$ cat src/rtl/mem_arbiter_pkg.sv
// Shared definitions for mem_arbiter: client IDs, arbiter state encoding,
// default burst length and a log2 helper used to size the beat address.
`ifndef MEM_DATA_BITS
`define MEM_DATA_BITS 128
`endif
`ifndef CPU_ADDR_BITS
`define CPU_ADDR_BITS 32
`endif

package mem_arbiter_pkg;

    localparam logic CLIENT_IC = 1'b0;
    localparam logic CLIENT_DC = 1'b1;

    localparam int DEFAULT_BEATS = 4;

    typedef enum logic {
        IDLE    = 1'b0,
        WR_DATA = 1'b1
    } arb_state_t;

    function automatic int ceil_log2(input int value);
        int result;
        result = 0;
        while ((1 << result) < value) begin
            result = result + 1;
        end
        return result;
    endfunction

endpackage

$ cat src/rtl/mem_arb_owner_fifo.sv
// One-bit synchronous FIFO recording which client owns each outstanding read,
// oldest entry presented combinationally on head.
module mem_arb_owner_fifo #(
    parameter int DEPTH = 2
) (
    input  logic clk,
    input  logic reset,
    input  logic push,
    input  logic push_id,
    input  logic pop,
    output logic head,
    output logic full,
    output logic empty
);

    localparam int PTR_W = (DEPTH > 1) ? $clog2(DEPTH) : 1;
    localparam int CNT_W = $clog2(DEPTH + 1);
    localparam logic [PTR_W-1:0] LAST_PTR = PTR_W'(DEPTH - 1);

    logic [DEPTH-1:0] slots;
    logic [PTR_W-1:0] rd_ptr;
    logic [PTR_W-1:0] wr_ptr;
    logic [CNT_W-1:0] count;
    logic             do_push;
    logic             do_pop;

    assign full    = (count == CNT_W'(DEPTH));
    assign empty   = (count == '0);
    assign do_push = push && !full;
    assign do_pop  = pop && !empty;
    assign head    = slots[rd_ptr];

    always_ff @(posedge clk) begin
        if (reset) begin
            rd_ptr <= '0;
            wr_ptr <= '0;
            count  <= '0;
        end else begin
            if (do_push) begin
                wr_ptr <= (wr_ptr == LAST_PTR) ? '0 : wr_ptr + 1'b1;
            end
            if (do_pop) begin
                rd_ptr <= (rd_ptr == LAST_PTR) ? '0 : rd_ptr + 1'b1;
            end
            // Simultaneous push and pop leaves occupancy unchanged.
            case ({do_push, do_pop})
                2'b10:   count <= count + 1'b1;
                2'b01:   count <= count - 1'b1;
                default: count <= count;
            endcase
        end
    end

    always_ff @(posedge clk) begin
        if (do_push) begin
            slots[wr_ptr] <= push_id;
        end
    end

endmodule

$ cat src/rtl/mem_arbiter.sv
// Arbitrates the instruction and data caches onto one memory port, locking the
// write channel per burst and routing read beats by an in-order owner queue.
// Define MEM_ARB_RR_EN for round-robin priority; otherwise dc always wins.
`ifndef MEM_DATA_BITS
`define MEM_DATA_BITS 128
`endif
`ifndef CPU_ADDR_BITS
`define CPU_ADDR_BITS 32
`endif

module mem_arbiter
    import mem_arbiter_pkg::*;
#(
    parameter int BEATS           = DEFAULT_BEATS,
    parameter int MAX_OUTSTANDING = 2,
    parameter int ADDR_W          = `CPU_ADDR_BITS - ceil_log2(`MEM_DATA_BITS / 8)
) (
    input  logic                        clk,
    input  logic                        reset,

    input  logic                        ic_req_valid,
    output logic                        ic_req_ready,
    input  logic [ADDR_W-1:0]           ic_req_addr,
    input  logic                        ic_req_rw,
    input  logic                        ic_req_data_valid,
    output logic                        ic_req_data_ready,
    input  logic [`MEM_DATA_BITS-1:0]   ic_req_data_bits,
    input  logic [`MEM_DATA_BITS/8-1:0] ic_req_data_mask,
    output logic                        ic_resp_valid,
    output logic [`MEM_DATA_BITS-1:0]   ic_resp_data,

    input  logic                        dc_req_valid,
    output logic                        dc_req_ready,
    input  logic [ADDR_W-1:0]           dc_req_addr,
    input  logic                        dc_req_rw,
    input  logic                        dc_req_data_valid,
    output logic                        dc_req_data_ready,
    input  logic [`MEM_DATA_BITS-1:0]   dc_req_data_bits,
    input  logic [`MEM_DATA_BITS/8-1:0] dc_req_data_mask,
    output logic                        dc_resp_valid,
    output logic [`MEM_DATA_BITS-1:0]   dc_resp_data,

    output logic                        mem_req_valid,
    input  logic                        mem_req_ready,
    output logic [ADDR_W-1:0]           mem_req_addr,
    output logic                        mem_req_rw,
    output logic                        mem_req_data_valid,
    input  logic                        mem_req_data_ready,
    output logic [`MEM_DATA_BITS-1:0]   mem_req_data_bits,
    output logic [`MEM_DATA_BITS/8-1:0] mem_req_data_mask,
    input  logic                        mem_resp_valid,
    input  logic [`MEM_DATA_BITS-1:0]   mem_resp_data
);

    localparam int CNT_W = (BEATS > 1) ? $clog2(BEATS) : 1;
    localparam logic [CNT_W-1:0] LAST_BEAT = CNT_W'(BEATS - 1);

    arb_state_t       state;
    arb_state_t       next_state;
    logic             wr_owner;
    logic [CNT_W-1:0] beat_cnt;
    logic [CNT_W-1:0] resp_cnt;

    logic             q_full;
    logic             q_empty;
    logic             q_head;
    logic             q_push;
    logic             q_pop;

    logic             pref;
    logic             ic_elig;
    logic             dc_elig;
    logic             any_elig;
    logic             winner;
    logic             win_rw;
    logic [ADDR_W-1:0] win_addr;
    logic             req_fire;
    logic             wr_beat_fire;
    logic             resp_routed;

`ifdef MEM_ARB_RR_EN
    logic prio;

    always_ff @(posedge clk) begin
        if (reset) begin
            prio <= CLIENT_DC;
        end else if (req_fire) begin
            prio <= ~prio;
        end
    end

    assign pref = prio;
`else
    assign pref = CLIENT_DC;
`endif

    // A read may only win while the owner queue has room for its ID.
    assign ic_elig  = ic_req_valid && (ic_req_rw || !q_full);
    assign dc_elig  = dc_req_valid && (dc_req_rw || !q_full);
    assign any_elig = ic_elig || dc_elig;
    assign winner   = (pref == CLIENT_DC) ? (dc_elig ? CLIENT_DC : CLIENT_IC)
                                          : (ic_elig ? CLIENT_IC : CLIENT_DC);
    assign win_rw   = (winner == CLIENT_DC) ? dc_req_rw   : ic_req_rw;
    assign win_addr = (winner == CLIENT_DC) ? dc_req_addr : ic_req_addr;

    assign req_fire     = mem_req_valid && mem_req_ready;
    assign wr_beat_fire = (state == WR_DATA) && mem_req_data_valid && mem_req_data_ready;
    assign resp_routed  = mem_resp_valid && !q_empty;
    assign q_push       = req_fire && !win_rw;
    assign q_pop        = resp_routed && (resp_cnt == LAST_BEAT);

    mem_arb_owner_fifo #(
        .DEPTH(MAX_OUTSTANDING)
    ) u_owner_fifo (
        .clk    (clk),
        .reset  (reset),
        .push   (q_push),
        .push_id(winner),
        .pop    (q_pop),
        .head   (q_head),
        .full   (q_full),
        .empty  (q_empty)
    );

    always_ff @(posedge clk) begin
        if (reset) begin
            state <= IDLE;
        end else begin
            state <= next_state;
        end
    end

    always_comb begin
        next_state = state;
        case (state)
            IDLE:    if (req_fire && win_rw) next_state = WR_DATA;
            WR_DATA: if (wr_beat_fire && (beat_cnt == LAST_BEAT)) next_state = IDLE;
            default: next_state = IDLE;
        endcase
    end

    always_comb begin
        mem_req_valid      = 1'b0;
        mem_req_addr       = win_addr;
        mem_req_rw         = win_rw;
        ic_req_ready       = 1'b0;
        dc_req_ready       = 1'b0;
        mem_req_data_valid = 1'b0;
        mem_req_data_bits  = (wr_owner == CLIENT_DC) ? dc_req_data_bits : ic_req_data_bits;
        mem_req_data_mask  = (wr_owner == CLIENT_DC) ? dc_req_data_mask : ic_req_data_mask;
        ic_req_data_ready  = 1'b0;
        dc_req_data_ready  = 1'b0;
        ic_resp_valid      = resp_routed && (q_head == CLIENT_IC);
        dc_resp_valid      = resp_routed && (q_head == CLIENT_DC);
        ic_resp_data       = mem_resp_data;
        dc_resp_data       = mem_resp_data;
        if (state == IDLE) begin
            mem_req_valid = any_elig;
            ic_req_ready  = any_elig && (winner == CLIENT_IC) && mem_req_ready;
            dc_req_ready  = any_elig && (winner == CLIENT_DC) && mem_req_ready;
        end else begin
            mem_req_data_valid = (wr_owner == CLIENT_DC) ? dc_req_data_valid : ic_req_data_valid;
            ic_req_data_ready  = (wr_owner == CLIENT_IC) && mem_req_data_ready;
            dc_req_data_ready  = (wr_owner == CLIENT_DC) && mem_req_data_ready;
        end
    end

    always_ff @(posedge clk) begin
        if (reset) begin
            wr_owner <= CLIENT_IC;
            beat_cnt <= '0;
            resp_cnt <= '0;
        end else begin
            if (req_fire && win_rw) begin
                wr_owner <= winner;
                beat_cnt <= '0;
            end else if (wr_beat_fire) begin
                beat_cnt <= (beat_cnt == LAST_BEAT) ? '0 : beat_cnt + 1'b1;
            end
            if (resp_routed) begin
                resp_cnt <= (resp_cnt == LAST_BEAT) ? '0 : resp_cnt + 1'b1;
            end
        end
    end

`ifndef SYNTHESIS
    always_ff @(posedge clk) begin
        if (!reset && mem_resp_valid && q_empty) begin
            $error("mem_arbiter: response beat dropped, no outstanding read");
        end
    end
`endif

endmodule

$ cat config.mk
export PLATFORM = sky130hd
export DESIGN_NAME = mem_arbiter
export DESIGN_NICKNAME = d
export VERILOG_FILES = /design/src/rtl/mem_arbiter_pkg.sv /design/src/rtl/mem_arb_owner_fifo.sv /design/src/rtl/mem_arbiter.sv
export SDC_FILE = /design/constraint.sdc
export NUM_CORES = 1
export LEC_CHECK = 0
export ABC_CLOCK_PERIOD_IN_PS = 2300
export BUFFER_PORTS_ARGS = -buffer_cell sky130_fd_sc_hd__buf_2
export CAP_MARGIN = 25
export CORE_AREA = 2 2 358 360
export CTS_BUF_LIST = sky130_fd_sc_hd__clkbuf_2
export CTS_CLUSTER_SIZE = 30
export DETAILED_ROUTE_END_ITERATION = 8
export DIE_AREA = 0 0 360 362
export GPL_TIMING_DRIVEN = 0
export SLEW_MARGIN = 20
export SYNTH_ARGS = -nofsm -noshare
export SYNTH_HDL_FRONTEND = slang
export SYNTH_SLANG_ARGS = --single-unit
$ cat constraint.sdc
create_clock -name clk -period 2.3 [get_ports clk]
set_input_delay 0.23 -clock clk [delete_from_list [all_inputs] [get_ports clk]]
set_output_delay 0.23 -clock clk [all_outputs]
set_load 0.01 [all_outputs]
==> results of run 1 <==
[through the flow]
stage / instances / util, % / hold slack (ns) / cell area [sq um]
after CTS: 2978 / 8.479 / 0.1552 / 10740
after floorplan: 521 / - / 0.4025 / 4641
after detailed placement: 2974 / 8.429 / 0.5064 / 10680
after global placement: 2974 / 8.429 / 0.4835 / 10680
final: 3002 / 8.526 / 0.1455 / 10800
after global routing: 2990 / 8.503 / 0.1870 / 10770
[cells in the final DEF, fill, tap and decap left out]
master and count:
inv_1 6, dfxtp_1 9, mux2i_1 6, nand2_1 4, o32ai_1 1, xor2_1 1
o21a_1 1, o21ai_1 1, nand2b_1 1, buf_6 6, buf_8 1, or3_1 1
mux2_4 2, edfxtp_1 2, ha_1 3, nor2b_1 2, a221oi_1 1, mux2_2 170
a21oi_1 3, and3_1 1, a31oi_1 1, clkbuf_1 1, nor2_1 14, clkinv_1 1
o21ai_0 4, o21ai_4 1, xnor2_1 3, nand2b_4 1, nor3_1 3, buf_4 262
o2111a_1 1, diode_2 24, o2111ai_2 1, clkbuf_2 3, buf_2 797, dfxtp_2 1
[worst max-delay path, delay by kind of cell (launching register included)]
kind / cells / cell delay [ns]
mux: 1 / 0.48
flops: 1 / 0.45
buf+inv: 3 / 0.73
[power by group]
group / internal, uW / leakage [uW] / total (uW) / switching, uW
Clock: 37.6 / 0.0000142 / 138 / 100
Sequential: 223 / 0.0000999 / 233 / 10.0
Combinational: 1050 / 0.00526 / 2280 / 1220
[how the worst max path moves through the flow]
stage | startpoint | to | slack, ns | cells past startpoint
6_report | wr_owner$_SDFFE_PP0P_ | mem_req_data_bits[101] | 0.03 | 4
5_1_grt | wr_owner$_SDFFE_PP0P_ | mem_req_data_bits[101] | 0.04 | 4
4_1_cts | wr_owner$_SDFFE_PP0P_ | mem_req_data_bits[62] | 0.03 | 4
3_5_place_dp | wr_owner$_SDFFE_PP0P_ | mem_req_data_bits[62] | -0.30 | 4
3_3_place_gp | wr_owner$_SDFFE_PP0P_ | mem_req_data_bits[62] | -0.31 | 4
2_1_floorplan | u_owner_fifo.count[0]$_SDFFE_PP0P_ | u_owner_fifo.count[1]$_SDFFE_PP0P_ | 0.67 | 5
[cell families (layout without fill, tap and decap cells)]
| logic type | count (synthesis) | after routing |
|---|---|---|
| buffers and inverters | 282 | 1077 |
| multiplexers | 178 | 178 |
| AND/OR/NAND/NOR | 27 | 27 |
| AO/OA/AOI/OAI | 15 | 15 |
| flip-flops | 12 | 12 |
| XOR/XNOR | 4 | 4 |
| adder cells (fa/ha/maj) | 3 | 3 |
| other | 0 | 24 |
[cell type report]
type                    count  area, sq um  share of cell area, %
clock inverters             1        3.754                0.03475
multi-input cells         227         2318                  21.46
diodes                     24        60.06                 0.5559
clock buffers               3        15.01                 0.1390
repair buffers            791         3959                  36.65
inverters                   6        22.52                 0.2085
plain buffers             276         2083                  19.28
flip-flops and latches     12        261.5                  2.421
well taps                1662         2079                  19.25
[what timing repair did]
item,4_1_cts,5_1_grt
hold buffers,0,0
gates resized for setup,16,0
buffers inserted,0,0
hold endpoints to repair,0,0
endpoints found under the setup margin,129,0
[per-layer routing]
| layer | vias to the layer above | global-route usage [%] | share of wire, % |
|---|---|---|---|
| met5 | - | 0 | 0.33 |
| met4 | 36 | 2.315 | 2.6 |
| met3 | 107 | 5.154 | 12 |
| met2 | 573 | 16.52 | 42 |
| met1 | 3241 | 14.19 | 43 |
| li1 | 3120 | - | - |
[registers in the layout (all words and copies together), names as in the netlist]
signal / cells
wr_owner: 1
u_owner_fifo.slots: 2
u_owner_fifo.count: 2
u_owner_fifo.wr_ptr: 1
resp_cnt: 2
u_owner_fifo.rd_ptr: 1
beat_cnt: 2
state: 1
==> impl_metrics.ini, run 1 <==
[routing]
num_vias = 7077
drt-total-wl_mm = 75.72
drc_errors = 0
vias_per_cell = 2.357
drt_iter0_markers = 279
drtPass1Iterations = 4
ant_nets = 0
wire_per_inst_um = 25.22

[logic_synthesis]
async_flop_share_pct = 0
yosysMostFrequentCell = buf_4
syn-num-nets = 1007
synthMuxAreaShare_pct = 43.19
ys.flop_type = dfxtp_1
synth-edff-count = 2
synth-xor-area-share_pct = 0.7549
yosys.area.top_type = buf_4
synthDistinctLibCells = 31
netlist_area_sq_mm = 0.004641
seq_area_frac_synth_pct = 5.608
yosys.area_share.adder_pct = 0.8088
synth-simple-area-share_pct = 2.750
netlist_top_cells_area = buf_4, mux2_2, dfxtp_1
yosys_warnings = 0
synth_cells = 521
netlist_top_cells_count = buf_4, mux2_2, buf_2, nor2_1, dfxtp_1
synth_top_family_by_area = buffers and inverters
syn_avg_cell_area_sq_um = 8.907
synth_compound_gate_area_share_pct = 2.453
netlist.area_leader.share_pct = 41.41
yosys_register_bits = 12

[worst_setup_path]
rr_startpoint = state$_SDFF_PP0_
cp_slowest_cell = mux2_2
r2r_setup_slack_ns = 0.30
crit_top_cell = buf_4
r2r_cells = 5
start_kind = flip-flop
slowest_delay_ns = 0.48
required_ns = 2.07
cp_max_fo = 10
endpoint_kind = primary output
rr_endpoint = u_owner_fifo.count[1]$_SDFFE_PP0P_
path_class = flip-flop to primary output
arrival_ns = 2.04
cp_cell_sequence = buf_4 > buf_4 > mux2_2 > buf_2

[sta]
relSlewSlack_pct = 63.88
tns_ns = 0
fin_ws_ns = 0.03042
fmax_mhz = 440.6
fin_skew_ns = 0.03183
finalHoldViolCount = 0
rsz0062_at_grt = false
tightest_slew_ns = 0.5418
slew_violations = 0
period_needed_ns = 2.270
setup_viol = 0
fin_crit_sh_pct = 98.68

[clock_network]
cts.sinks = 12
cts_max_path_buffers = 2
cts_tree = done
cts_root_buf = clkbuf_2
path_clk_slew_ns = 0.18
insertion_delay_ns = 0.34
h-tree-depth = 1
cts_buffers = 3

[layout]
num-fill-cells = 14910
drive_gt1_share_pct = 94.60
fin_nets = 1803
area_delta_synth_final_pct = 132.8

[die]
die_y_um = 362
die_area_sq_mm = 0.1303
core-area_sq_mm = 0.1267
die_w_um = 360
rows = 131
start_util_pct = 3.663
io_pins = 920

[place]
portBuffers = 791
pre_cts_slack_ns = -0.2969
gp_congestion = 1.119
hpwl_mm = 72.96

[grt]
grt_pass1_vias = 6838
grt_util_all_layers_pct = 10.99
antenna_found_initial = 71
grt_pass1_wl_mm = 88.86
overflow = 0
grt_max_degree = 11

[worst_hold_path]
hold_class = input port to flip-flop
hold_end = wr_owner$_SDFFE_PP0P_
hp-start = reset
hold_depth = 3

[power]
vdd_drop_max_mv = 0.2313
p_per_area_mw_per_mm2 = 245.2
p_leak_uw = 0.005371
p_total_uw = 2649

[job]
cap_violations = 0

[status]
status = complete, no violations
Note: power is estimated with default switching activity, not from simulation.
==> run 2, diff against run 1 <==
- BUFFER_PORTS_ARGS: -buffer_cell sky130_fd_sc_hd__buf_2 -> unset
- CORE_AREA: 2 2 358 360 -> 2 2 355 357
- DIE_AREA: 0 0 360 362 -> 0 0 357 359
- DONT_BUFFER_PORTS: unset -> 1
- MAX_ROUTING_LAYER: unset -> met4
==> impl_metrics.ini, run 2 (same netlist as run 1, synthesis figures left out) <==
[status]
status = complete, no violations

[die]
core-area_sq_mm = 0.1246
die_y_um = 359
die_area_sq_mm = 0.1282
die_w_um = 357
io_pins = 920
start_util_pct = 3.725
rows = 130

[grt]
grt_util_all_layers_pct = 10.11
grt_max_degree = 11
grt_pass1_vias = 3941
antenna_found_initial = 69
grt_pass1_wl_mm = 73.58
overflow = 0

[clock_network]
cts.sinks = 12
insertion_delay_ns = 0.27
postCtsHoldBufs = 0
cts_max_path_buffers = 2
cts_root_buf = clkbuf_2
h-tree-depth = 1
path_clk_slew_ns = 0.14
cts_buffers = 3
cts_tree = done

[sta]
relSlewSlack_pct = 43.88
fin_crit_sh_pct = 93.84
fin_ws_ns = 0.1417
rsz0062_at_grt = false
tightest_slew_ns = 0.8387
slew_violations = 0
fmax_mhz = 463.3
whs_ns = 0.1342
setup_viol = 0
finalHoldViolCount = 0
period_needed_ns = 2.158
fin_skew_ns = 0.009433

[worst_setup_path]
endpoint_kind = primary output
required_ns = 2.07
start_kind = flip-flop
path_class = flip-flop to primary output
cp_max_fo = 10
arrival_ns = 1.93

[power]
vdd_drop_max_mv = 0.2431
p_per_area_mw_per_mm2 = 275.2
p_leak_uw = 0.002253
p_total_uw = 1894

[place]
dp_cells = 2172
portBuffers = 0
pre_cts_slack_ns = -0.2614
hpwl_mm = 65.24
gp_congestion = 1.131
place_area_sq_mm = 0.006719

[routing]
drc_errors = 0
ant_nets = 0
wire_per_inst_um = 30.46
drt_iter0_markers = 152
drtPass1Iterations = 4
num_vias = 4134
drt-total-wl_mm = 67.63
vias_per_cell = 1.862

[worst_hold_path]
hold_class = input port to flip-flop

[layout]
area_delta_synth_final_pct = 48.31
drive_gt1_share_pct = 86.50
final_cells = 2220
num-fill-cells = 14790
final_common_cell = buf_4
design_area_sq_mm = 0.006883
final_cell_mix = buf_4, mux2_2, nor2_1
fin_nets = 1013

[job]
cap_violations = 0
run 2: worst paths after layout:
path | start | end | slack [ns] | cells after the start
setup / recovery | wr_owner$_SDFFE_PP0P_ | mem_req_data_bits[47] | 0.14 | 3
hold / removal | mem_req_ready | wr_owner$_SDFFE_PP0P_ | 0.13 | 2
setup reg to reg | state$_SDFF_PP0_ | u_owner_fifo.count[1]$_SDFFE_PP0P_ | 0.42 | 5
hold reg to reg | resp_cnt[1]$_SDFFE_PP0N_ | resp_cnt[1]$_SDFFE_PP0N_ | 0.52 | 2
run 2: final cells by class:
class	instances	area, sq um	area share, %
inverters	6	22.52	0.3272
repair buffers	1	7.507	0.1091
multi-input cells	227	2325	33.78
flip-flops and latches	12	260.3	3.781
clock buffers	3	15.01	0.2181
diodes	44	110.1	1.600
well taps	1650	2064	29.99
clock inverters	1	3.754	0.05454
plain buffers	276	2074	30.14
run 2: worst max-delay path, cell delays in order, from the launching register on:
cell     delay (ns)
dfxtp_1        0.46
buf_6          0.28
buf_2          0.38
mux2_2         0.49
run 2: layer usage:
metal	up-vias	track usage (%)	part of all wire [%]
li1	1564	-	-
met1	1910	11.43	39
met2	572	14.49	42
met3	88	7.254	17
met4	0	1.730	2.0
met5	-	-	0
run 2: timing repair:
item / 4_1_cts / 5_1_grt
resized for setup: 10 / 2
endpoints found under the hold margin: 0 / 0
setup endpoints to repair: 129 / 2
setup buffers: 0 / 0
run 2: stage by stage:
step | utilization, % | setup TNS [ns]
floorplan | - | 0
finish | 5.524 | 0
global placement | 5.382 | -2.806
CTS | 5.431 | 0
global route | 5.514 | 0
detailed placement | 5.393 | -2.924
run 2: report_power, final:
group	internal, uW	switching [uW]
Clock	37.8	74.3
Sequential	222	8.94
Combinational	565	986
Total	825	1070
==> run 3, diff against run 2 <==
- CELL_PAD_IN_SITES_DETAIL_PLACEMENT: unset -> 1
- CELL_PAD_IN_SITES_GLOBAL_PLACEMENT: unset -> 2
- CORE_AREA: 2 2 355 357 -> 2 2 358 360
- DIE_AREA: 0 0 357 359 -> 0 0 360 362
- GPL_TIMING_DRIVEN: 0 -> 1
- PLACE_DENSITY_LB_ADDON: unset -> 0.1
==> impl_metrics.ini, run 3 (same netlist as run 1, synthesis figures left out) <==
[worst_setup_path]
crit_path_start = wr_owner$_SDFFE_PP0P_
r2r_cells = 5
path_class = flip-flop to primary output
arrival_ns = 1.91
required_ns = 2.07
cp_max_fo = 78
endpoint_kind = primary output
rr_startpoint = u_owner_fifo.count[0]$_SDFFE_PP0P_
start_kind = flip-flop

[layout]
final_cells = 1932
num-fill-cells = 15060
final_cell_mix = mux2_2, nor2_1, dfxtp_1
fin_nets = 746
design_area_sq_mm = 0.004821
area_delta_synth_final_pct = 3.882
drive_gt1_share_pct = 72.59
final_common_cell = mux2_2

[routing]
drc_errors = 0
drt-total-wl_mm = 25.52
drtPass1Iterations = 4
num_vias = 2752
vias_per_cell = 1.424
ant_nets = 0
drt_iter0_markers = 75
wire_per_inst_um = 13.21

[place]
place_area_sq_mm = 0.004765
pre_cts_slack_ns = 0.4662
portBuffers = 0
hpwl_mm = 23.69
gp_congestion = 0.7548
dp_cells = 1916

[sta]
setup_viol = 0
tns_ns = 0
tightest_slew_ns = 0.5962
fin_crit_sh_pct = 93.17
whs_ns = 0.02816
relSlewSlack_pct = 59.83
rsz0062_at_grt = false
fmax_mhz = 466.7
fin_skew_ns = 0.01686
period_needed_ns = 2.143
finalHoldViolCount = 0
fin_ws_ns = 0.1571
slew_violations = 0

[clock_network]
insertion_delay_ns = 0.32
cts_resized = 0
cts_root_buf = clkbuf_2
postCtsHoldBufs = 1
cts_buffers = 3
cts_tree = done
cts.sinks = 12
h-tree-depth = 1
postCtsSetupBuffers = 0
cts_max_path_buffers = 2
path_clk_slew_ns = 0.15

[worst_hold_path]
hp-start = reset
hold_class = input port to flip-flop
hold_depth = 1

[die]
die_w_um = 360
rows = 131
die_area_sq_mm = 0.1303
die_y_um = 362
core-area_sq_mm = 0.1267
io_pins = 920
start_util_pct = 3.663

[grt]
grt_max_degree = 79
overflow = 0
grt_util_all_layers_pct = 3.631
grt_pass1_vias = 2925
grt_pass1_wl_mm = 30.22
antenna_found_initial = 24

[power]
p_per_area_mw_per_mm2 = 217.3
vdd_drop_max_mv = 0.09015
p_leak_uw = 0.0009642

[status]
status = complete, no violations

[job]
cap_violations = 0
==> run 3: changes by cell type in the layout (fill, tap and decap cells not counted), sizes merged <==
| cell | change |
|---|---|
| diode | -33 |
| dlygate4sd3 | +1 |
| buf | -266 |
| clkbuf | -2 |
==> run 3: per-stage QoR <==
step / total power (uW) / util, %
after floorplan: 1209 / -
after global placement: 956.7 / 3.761
after detailed placement: 938.1 / 3.761
after CTS: 1101 / 3.783
after global routing: 1118 / 3.797
final: 1048 / 3.805
==> run 3: layout make-up <==
cell class | count | area [sq um] | share of cell area [%]
well taps | 1662 | 2079 | 43.14
diodes | 11 | 27.53 | 0.5710
multi-input cells | 227 | 2318 | 48.09
repair buffers | 10 | 90.09 | 1.869
flip-flops and latches | 12 | 264.0 | 5.476
clock buffers | 3 | 15.01 | 0.3114
inverters | 6 | 22.52 | 0.4672
clock inverters | 1 | 3.754 | 0.07786
==> run 3: where the power goes <==
group	internal, uW	leakage (uW)	switching (uW)
registers	222	0.000100	15.2
logic	268	0.000850	404
clock network	37.7	0.0000141	101
==> run 3: path summary, 6_finish.rpt <==
| kind | end | slack (ns) |
|---|---|---|
| min reg2reg | resp_cnt[1]$_SDFFE_PP0N_ | 0.53 |
| min | wr_owner$_SDFFE_PP0P_ | 0.03 |
| max reg2reg | u_owner_fifo.count[1]$_SDFFE_PP0P_ | 0.47 |
| max | mem_req_data_mask[10] | 0.16 |
==> run 3: metal layers <==
| layer | share of wire [%] | vias up | wire (um) | global-route usage, % |
|---|---|---|---|---|
| li1 | - | 990 | - | - |
| met1 | 35 | 1179 | 9056 | 3.539 |
| met2 | 48 | 543 | 12180 | 6.079 |
| met3 | 14 | 40 | 3695 | 2.296 |
| met4 | 2.3 | 0 | 589 | 0.7909 |
| met5 | 0 | - | 0 | - |
==> run 3: critical path, stage by stage (launching register included) <==
cell	delay [ns]
dfxtp_4	0.59
buf_12	0.34
mux2_2	0.48
